File: config.mk
export PLATFORM = sky130hd
export DESIGN_NAME = gth_tx_bringup_sequencer
export DESIGN_NICKNAME = d
export VERILOG_FILES = /design/src/rtl/gth_tx_bringup_sequencer.sv
export SDC_FILE = /design/constraint.sdc
export NUM_CORES = 1
export LEC_CHECK = 0
export BUFFER_PORTS_ARGS = -buffer_cell sky130_fd_sc_hd__buf_2
export CAP_MARGIN = 0
export CORE_MARGIN = 2
export CORE_UTILIZATION = 45
export CTS_CLUSTER_DIAMETER = 80
export DETAILED_ROUTE_END_ITERATION = 16
export GPL_TIMING_DRIVEN = 0
export PLACE_DENSITY = 0.79
export RECOVER_POWER = 50
export REMOVE_ABC_BUFFERS = 1
export SYNTH_ARGS = -nofsm -noshare
export SYNTH_HDL_FRONTEND = slang
export SYNTH_SLANG_ARGS = --single-unit
File: constraint.sdc
create_clock -name s_axi_clk -period 1.93 [get_ports s_axi_clk]
set_input_delay 0.193 -clock s_axi_clk [delete_from_list [all_inputs] [get_ports s_axi_clk]]
set_output_delay 0.193 -clock s_axi_clk [all_outputs]
set_load 0.03 [all_outputs]
File: src/rtl/gth_tx_bringup_sequencer.sv
`default_nettype none
// +----------------------------------------------------------------------------+
// | Module   : gth_tx_bringup_sequencer                                        |
// | Purpose  : GTH TX bring-up FSM: lock wait, reset_all pulse, done/timeout,  |
// |            datapath release, link monitoring and retry. Build option:      |
// |            GTH_TX_RETRY_LIMIT_EN enables FAULT after MAX_RETRY failures.   |
// | Revision : 1.0  initial release                                            |
// +----------------------------------------------------------------------------+
module gth_tx_bringup_sequencer #(
    parameter int RESET_PULSE_CYCLES   = 10,
    parameter int DONE_TIMEOUT_CYCLES  = 1250000,
    parameter int RELEASE_DELAY_CYCLES = 16,
    parameter int MAX_RETRY            = 3
) (
    input  logic       s_axi_clk,
    input  logic       reset,
    input  logic       enable,
    input  logic       freerun_locked,
    input  logic       pixel_clk_locked,
    input  logic [2:0] gt_powergood,
    input  logic       gt_tx_done,
    output logic       gt_reset_all,
    output logic       tx_active,
    output logic       datapath_resetn,
    output logic       link_up,
    output logic       fault,
    output logic [3:0] retry_count,
    output logic [2:0] state
);

    localparam logic [2:0] c_IDLE        = 3'd0;
    localparam logic [2:0] c_WAIT_LOCK   = 3'd1;
    localparam logic [2:0] c_RESET_PULSE = 3'd2;
    localparam logic [2:0] c_WAIT_DONE   = 3'd3;
    localparam logic [2:0] c_RELEASE     = 3'd4;
    localparam logic [2:0] c_RUN         = 3'd5;
    localparam logic [2:0] c_FAULT       = 3'd6;

`ifdef GTH_TX_RETRY_LIMIT_EN
    localparam bit c_RETRY_LIMIT_EN = 1'b1;
`else
    localparam bit c_RETRY_LIMIT_EN = 1'b0;
`endif

    // One shared timer serves the pulse, timeout and release phases.
    localparam int c_MAX_A   = (RESET_PULSE_CYCLES > RELEASE_DELAY_CYCLES) ?
                               RESET_PULSE_CYCLES : RELEASE_DELAY_CYCLES;
    localparam int c_TIMER_MAX = (DONE_TIMEOUT_CYCLES > c_MAX_A) ? DONE_TIMEOUT_CYCLES : c_MAX_A;
    localparam int c_TIMER_W   = $clog2(c_TIMER_MAX + 1);

    localparam logic [c_TIMER_W-1:0] c_PULSE_LAST   = c_TIMER_W'(RESET_PULSE_CYCLES - 1);
    localparam logic [c_TIMER_W-1:0] c_TIMEOUT_LAST = c_TIMER_W'(DONE_TIMEOUT_CYCLES - 1);
    localparam logic [c_TIMER_W-1:0] c_RELEASE_LAST = c_TIMER_W'(RELEASE_DELAY_CYCLES - 1);
    localparam logic [c_TIMER_W-1:0] c_TIMER_ONE    = c_TIMER_W'(1);

    logic [5:0]           r_sync1;
    logic [5:0]           r_sync2;
    logic [2:0]           r_state;
    logic [2:0]           w_state_next;
    logic [c_TIMER_W-1:0] r_timer;
    logic [c_TIMER_W-1:0] w_timer_next;
    logic [3:0]           r_retry;
    logic [3:0]           w_retry_next;
    logic                 w_fail;
    logic                 w_freerun_s;
    logic                 w_pix_s;
    logic                 w_pg_ok_s;
    logic                 w_done_s;

    // Packed as {tx_done, powergood[2:0], pixel_lock, freerun_lock}.
    always_ff @(posedge s_axi_clk) begin
        if (reset) begin
            r_sync1 <= '0;
            r_sync2 <= '0;
        end else begin
            r_sync1 <= {gt_tx_done, gt_powergood, pixel_clk_locked, freerun_locked};
            r_sync2 <= r_sync1;
        end
    end

    assign w_freerun_s = r_sync2[0];
    assign w_pix_s     = r_sync2[1];
    assign w_pg_ok_s   = &r_sync2[4:2];
    assign w_done_s    = r_sync2[5];

    always_ff @(posedge s_axi_clk) begin
        if (reset) begin
            r_state <= c_IDLE;
            r_timer <= '0;
            r_retry <= '0;
        end else begin
            r_state <= w_state_next;
            r_timer <= w_timer_next;
            r_retry <= w_retry_next;
        end
    end

    always_comb begin
        w_state_next = r_state;
        w_timer_next = r_timer + c_TIMER_ONE;
        w_retry_next = r_retry;
        w_fail       = 1'b0;

        case (r_state)
            c_IDLE: begin
                w_timer_next = '0;
                w_retry_next = '0;
                if (enable) w_state_next = c_WAIT_LOCK;
            end
            c_WAIT_LOCK: begin
                w_timer_next = '0;
                if (w_freerun_s && w_pg_ok_s) w_state_next = c_RESET_PULSE;
            end
            c_RESET_PULSE: begin
                if (r_timer == c_PULSE_LAST) begin
                    w_state_next = c_WAIT_DONE;
                    w_timer_next = '0;
                end
            end
            c_WAIT_DONE: begin
                // Done is checked first so it wins against a coincident timeout.
                if (w_done_s) begin
                    w_state_next = c_RELEASE;
                    w_timer_next = '0;
                end else if (r_timer == c_TIMEOUT_LAST) begin
                    w_fail = 1'b1;
                end
            end
            c_RELEASE: begin
                if (!w_pix_s) begin
                    w_timer_next = '0;
                end else if (r_timer == c_RELEASE_LAST) begin
                    w_state_next = c_RUN;
                    w_timer_next = '0;
                    w_retry_next = '0;
                end
            end
            c_RUN: begin
                w_timer_next = '0;
                if (!w_done_s || !w_pix_s) w_fail = 1'b1;
            end
            c_FAULT: begin
                w_timer_next = '0;
            end
            default: begin
                w_state_next = c_IDLE;
                w_timer_next = '0;
            end
        endcase

        if (w_fail) begin
            w_timer_next = '0;
            w_retry_next = (r_retry == 4'hF) ? r_retry : r_retry + 4'd1;
            if (c_RETRY_LIMIT_EN && (({1'b0, r_retry} + 5'd1) == 5'(MAX_RETRY)))
                w_state_next = c_FAULT;
            else
                w_state_next = c_RESET_PULSE;
        end

        if (!enable) begin
            w_state_next = c_IDLE;
            w_timer_next = '0;
            w_retry_next = '0;
        end
    end

    assign gt_reset_all    = (r_state == c_RESET_PULSE);
    assign tx_active       = w_pix_s && ((r_state == c_WAIT_DONE) ||
                                         (r_state == c_RELEASE)   ||
                                         (r_state == c_RUN));
    assign datapath_resetn = (r_state == c_RUN);
    assign link_up         = (r_state == c_RUN);
    assign retry_count     = r_retry;
    assign state           = r_state;

`ifdef GTH_TX_RETRY_LIMIT_EN
    assign fault = (r_state == c_FAULT);
`else
    assign fault = 1'b0;
`endif

endmodule
`default_nettype wire

==> reports/qor.yml <==
fin_crit_sh_pct: 101.8
synth-simple-area-share_pct: 32.38
synth_top_family_by_area: "simple AND/OR/NAND/NOR gates"
synth_xor_area_share_pct: 9.243
synth_compound_area_share_pct: 7.853
avgSynthCellArea_um2: 8.958
via_per_inst: 5.268
place_congestion: 0.8620
clockPowerShare_pct: 43.6
htreeDepth: 2
drive_gt1_share_pct: 25.00
p_leak_nw: 0.8040
placed_area_um2: 1911
dieArea_um2: 4523
grt.overflow.total: 0
rsz0062_at_grt: "true"
ys.flop_type: "dfxtp_1"
avgRoutedWirePerCell_um: 13.41
power_frac_comb_pct: 2.6
yosysTopAreaCell: "dfxtp_1"
r2r-start: "r_timer[4]$_SDFF_PP0_"
slew_violations: 0
power_density_nw_per_um2: 707.8
drv_cap: 0
reg2reg_depth: 6
crit_path_max_incr_delay_ns: 0.61
synth.most_common_cell: "dfxtp_1"
area_growth_pct: 23.35
grt_pass1_vias: 1295
crit_path_start_kind: "flop"
async_flop_share_pct: 0
max_slew.worst_pin.slew_ns: 0.7853
muxShareOfSynthArea_pct: 0
crit_buf_inv: 1
cp_top_family: "simple AND/OR/NAND/NOR gates"
synth_top_area_share_pct: 44.48
relSlewSlack_pct: 47.24
fin_skew_ns: 0.01557
clk_path_buf_depth: 2
clk_latency_ns: 0.31
min_path_cells: 2
pre_cts_slack_ns: -0.9194
p_int_mw: 1.239
synth_edf_count: 0
io_pins: 21
violations: "setup timing"
hold_path_class: "input pin to flop"
antenna_found_initial: 0
grt_max_degree: 14
worstPathArrival_ns: 2.15
setup_viol: 19
synth_common_cells: "dfxtp_1 (40), nor2_1 (29), nor2b_1 (14)"
fillers: 351
required_ns: 2.12
total_power_mw: 1.572
yosysSeqAreaShare_pct: 44.48
synthCells: 201
grt_first_pass_wirelength_mm: 5.796
whs_endpoint: "r_sync1[0]$_SDFF_PP0_"
synth_area_leaders: "dfxtp_1 (44%), nor2_1 (6.0%), xor2_1 (5.4%)"
yosys_warnings: 0
ys_types: 41
die_y_um: 67.26
cts_root_buffer: "clkbuf_8"
via_count: 1454
hp-start: "freerun_locked"
timing.fmax_mhz: 508.8
fin_util_pct: 59.32
drt-initial-drc-count: 93
routed_wl_mm: 3.700
synth_area_um2: 1800
synth_seq_cells: 40
r2r_slack_ns: -0.04
die_width_um: 67.26
crit_path_end_kind: "flop"
power_frac_seq_pct: 53.7
fin_nets: 239
crit_chain: "or4b_4 > nor4_4 > a21boi_4 > o31ai_4 > buf_12 > nor2_1"
clkTransAtPathRegs_ns: 0.08
gr-usage-all-layers_pct: 17.26
cts_tree: "yes"
finish.instance_area_um2: 2221
p_sw_share_pct: 21.21
path_class: "flop to flop"
start_util_pct: 48.09
cts_sinks: 40
dp_hpwl_mm: 2.227
peakVddDrop_mv: 0.4817
postLayoutSetupSlackWorst_ns: -0.03534
synth_fa_ha_area_share_pct: 2.085
finalCriticalPeriod_ns: 1.965
io_buffers: 19
drc_errors: 0
critPathSlowestCell: "or4b_4"
crit_path_max_fanout: 11
p_sw_mw: 0.3335
antennaDiodeCount: 0
drtPass1Iterations: 4
rr_endpoint: "r_timer[4]$_SDFF_PP0_"
finalHoldViolCount: 0
core_region_area_um2: 3744
status: "complete, but fails checks"
antenna_left: 0
fp-row-count: 22
cts-buffers-inserted: 5
[cells in the final DEF, fill, tap and decap left out, types with 4 or more instances in the layout]
cell type	n
dfxtp_1	31
nor2_1	29
buf_2	17
nor2b_1	14
xor2_1	11
nand2_1	9
nand3_1	9
xnor2_1	8
dfxtp_2	8
inv_1	6
or3_1	6
nand4_1	6
and3_1	6
nor3_1	5
clkbuf_8	5
buf_4	5
a21oi_1	4
[routing by layer]
layer  GRT usage (%)  part of all wire, %  vias to the layer above  wire, um
met4           10.46                  2.8                        0       102
met5               0                    0                        -         0
met2           25.99                   48                       38      1789
met1           21.55                   44                      661      1638
met3           5.333                  4.6                       11       171
li1                -                    -                      744         -
[cell type report]
cell class              instances  area, um2  area share, %
multi-input cells             148       1051          47.32
flip-flops and latches         40      814.5          36.68
repair buffers                 26      161.4          7.268
clock inverters                 3      42.54          1.915
well taps                      48      60.06          2.704
inverters                       6      22.52          1.014
clock buffers                   5      68.82          3.099
[stage by stage]
stage	instances	setup TNS (ns)	hold WS [ns]
after global routing	276	-1.782	0.1013
after detailed placement	260	-18.61	0.4082
after global placement	260	-16.40	0.3991
after floorplan	193	-7.561	0.2646
after CTS	273	-0.2029	0.09445
final	276	-0.3729	0.09708
[worst reg2reg max path, delay by kind of cell (launching register included)]
kind	cells	cell delay (ns)
AOI/OAI and AO/OA	2	0.36
buffers and inverters	1	0.17
DFF	1	0.34
and+or+nand+nor	3	1.00
[kinds of logic after synthesis]
group	Yosys count
buffers and inverters	14
other	1
adder cells (fa/ha/maj)	3
AO/OA/AOI/OAI	21
AND/OR/NAND/NOR	103
flip-flops	40
XOR/XNOR	19
[flip-flops by register name (all words and copies together) (netlist names)]
signal and cells:
state 3, r_sync2 6, retry_count 4, r_sync1 6, r_timer 21
[worst max-delay path by stage]
stage / from / endpoint / cells after the start
after floorplan: r_timer[8]$_SDFF_PP0_ / r_timer[10]$_SDFF_PP0_ / 5
after global placement: r_timer[3]$_SDFF_PP0_ / r_timer[15]$_SDFF_PP0_ / 5
after detailed placement: r_timer[3]$_SDFF_PP0_ / r_timer[4]$_SDFF_PP0_ / 5
after CTS: r_timer[11]$_SDFF_PP0_ / r_timer[4]$_SDFF_PP0_ / 6
after global routing: r_timer[12]$_SDFF_PP0_ / r_timer[12]$_SDFF_PP0_ / 6
final: r_timer[4]$_SDFF_PP0_ / r_timer[4]$_SDFF_PP0_ / 6
[power groups by stage]
stage	Clock, mW	Sequential [mW]	Combinational [mW]
after floorplan	0	0.866	0.0217
after global placement	0	0.865	0.0380
after detailed placement	0	0.865	0.0395
after CTS	0.694	0.846	0.0420
after global routing	0.737	0.846	0.0454
final	0.686	0.845	0.0414
[what timing repair did]
item	CTS	global route
setup endpoints to repair	22	24
cloned	1	0
hold buffers	0	0
buffers inserted	4	3
endpoints found under the hold margin	0	0
gates resized for setup	13	15
pin swaps	8	6
(Power assumes the default switching activity.)
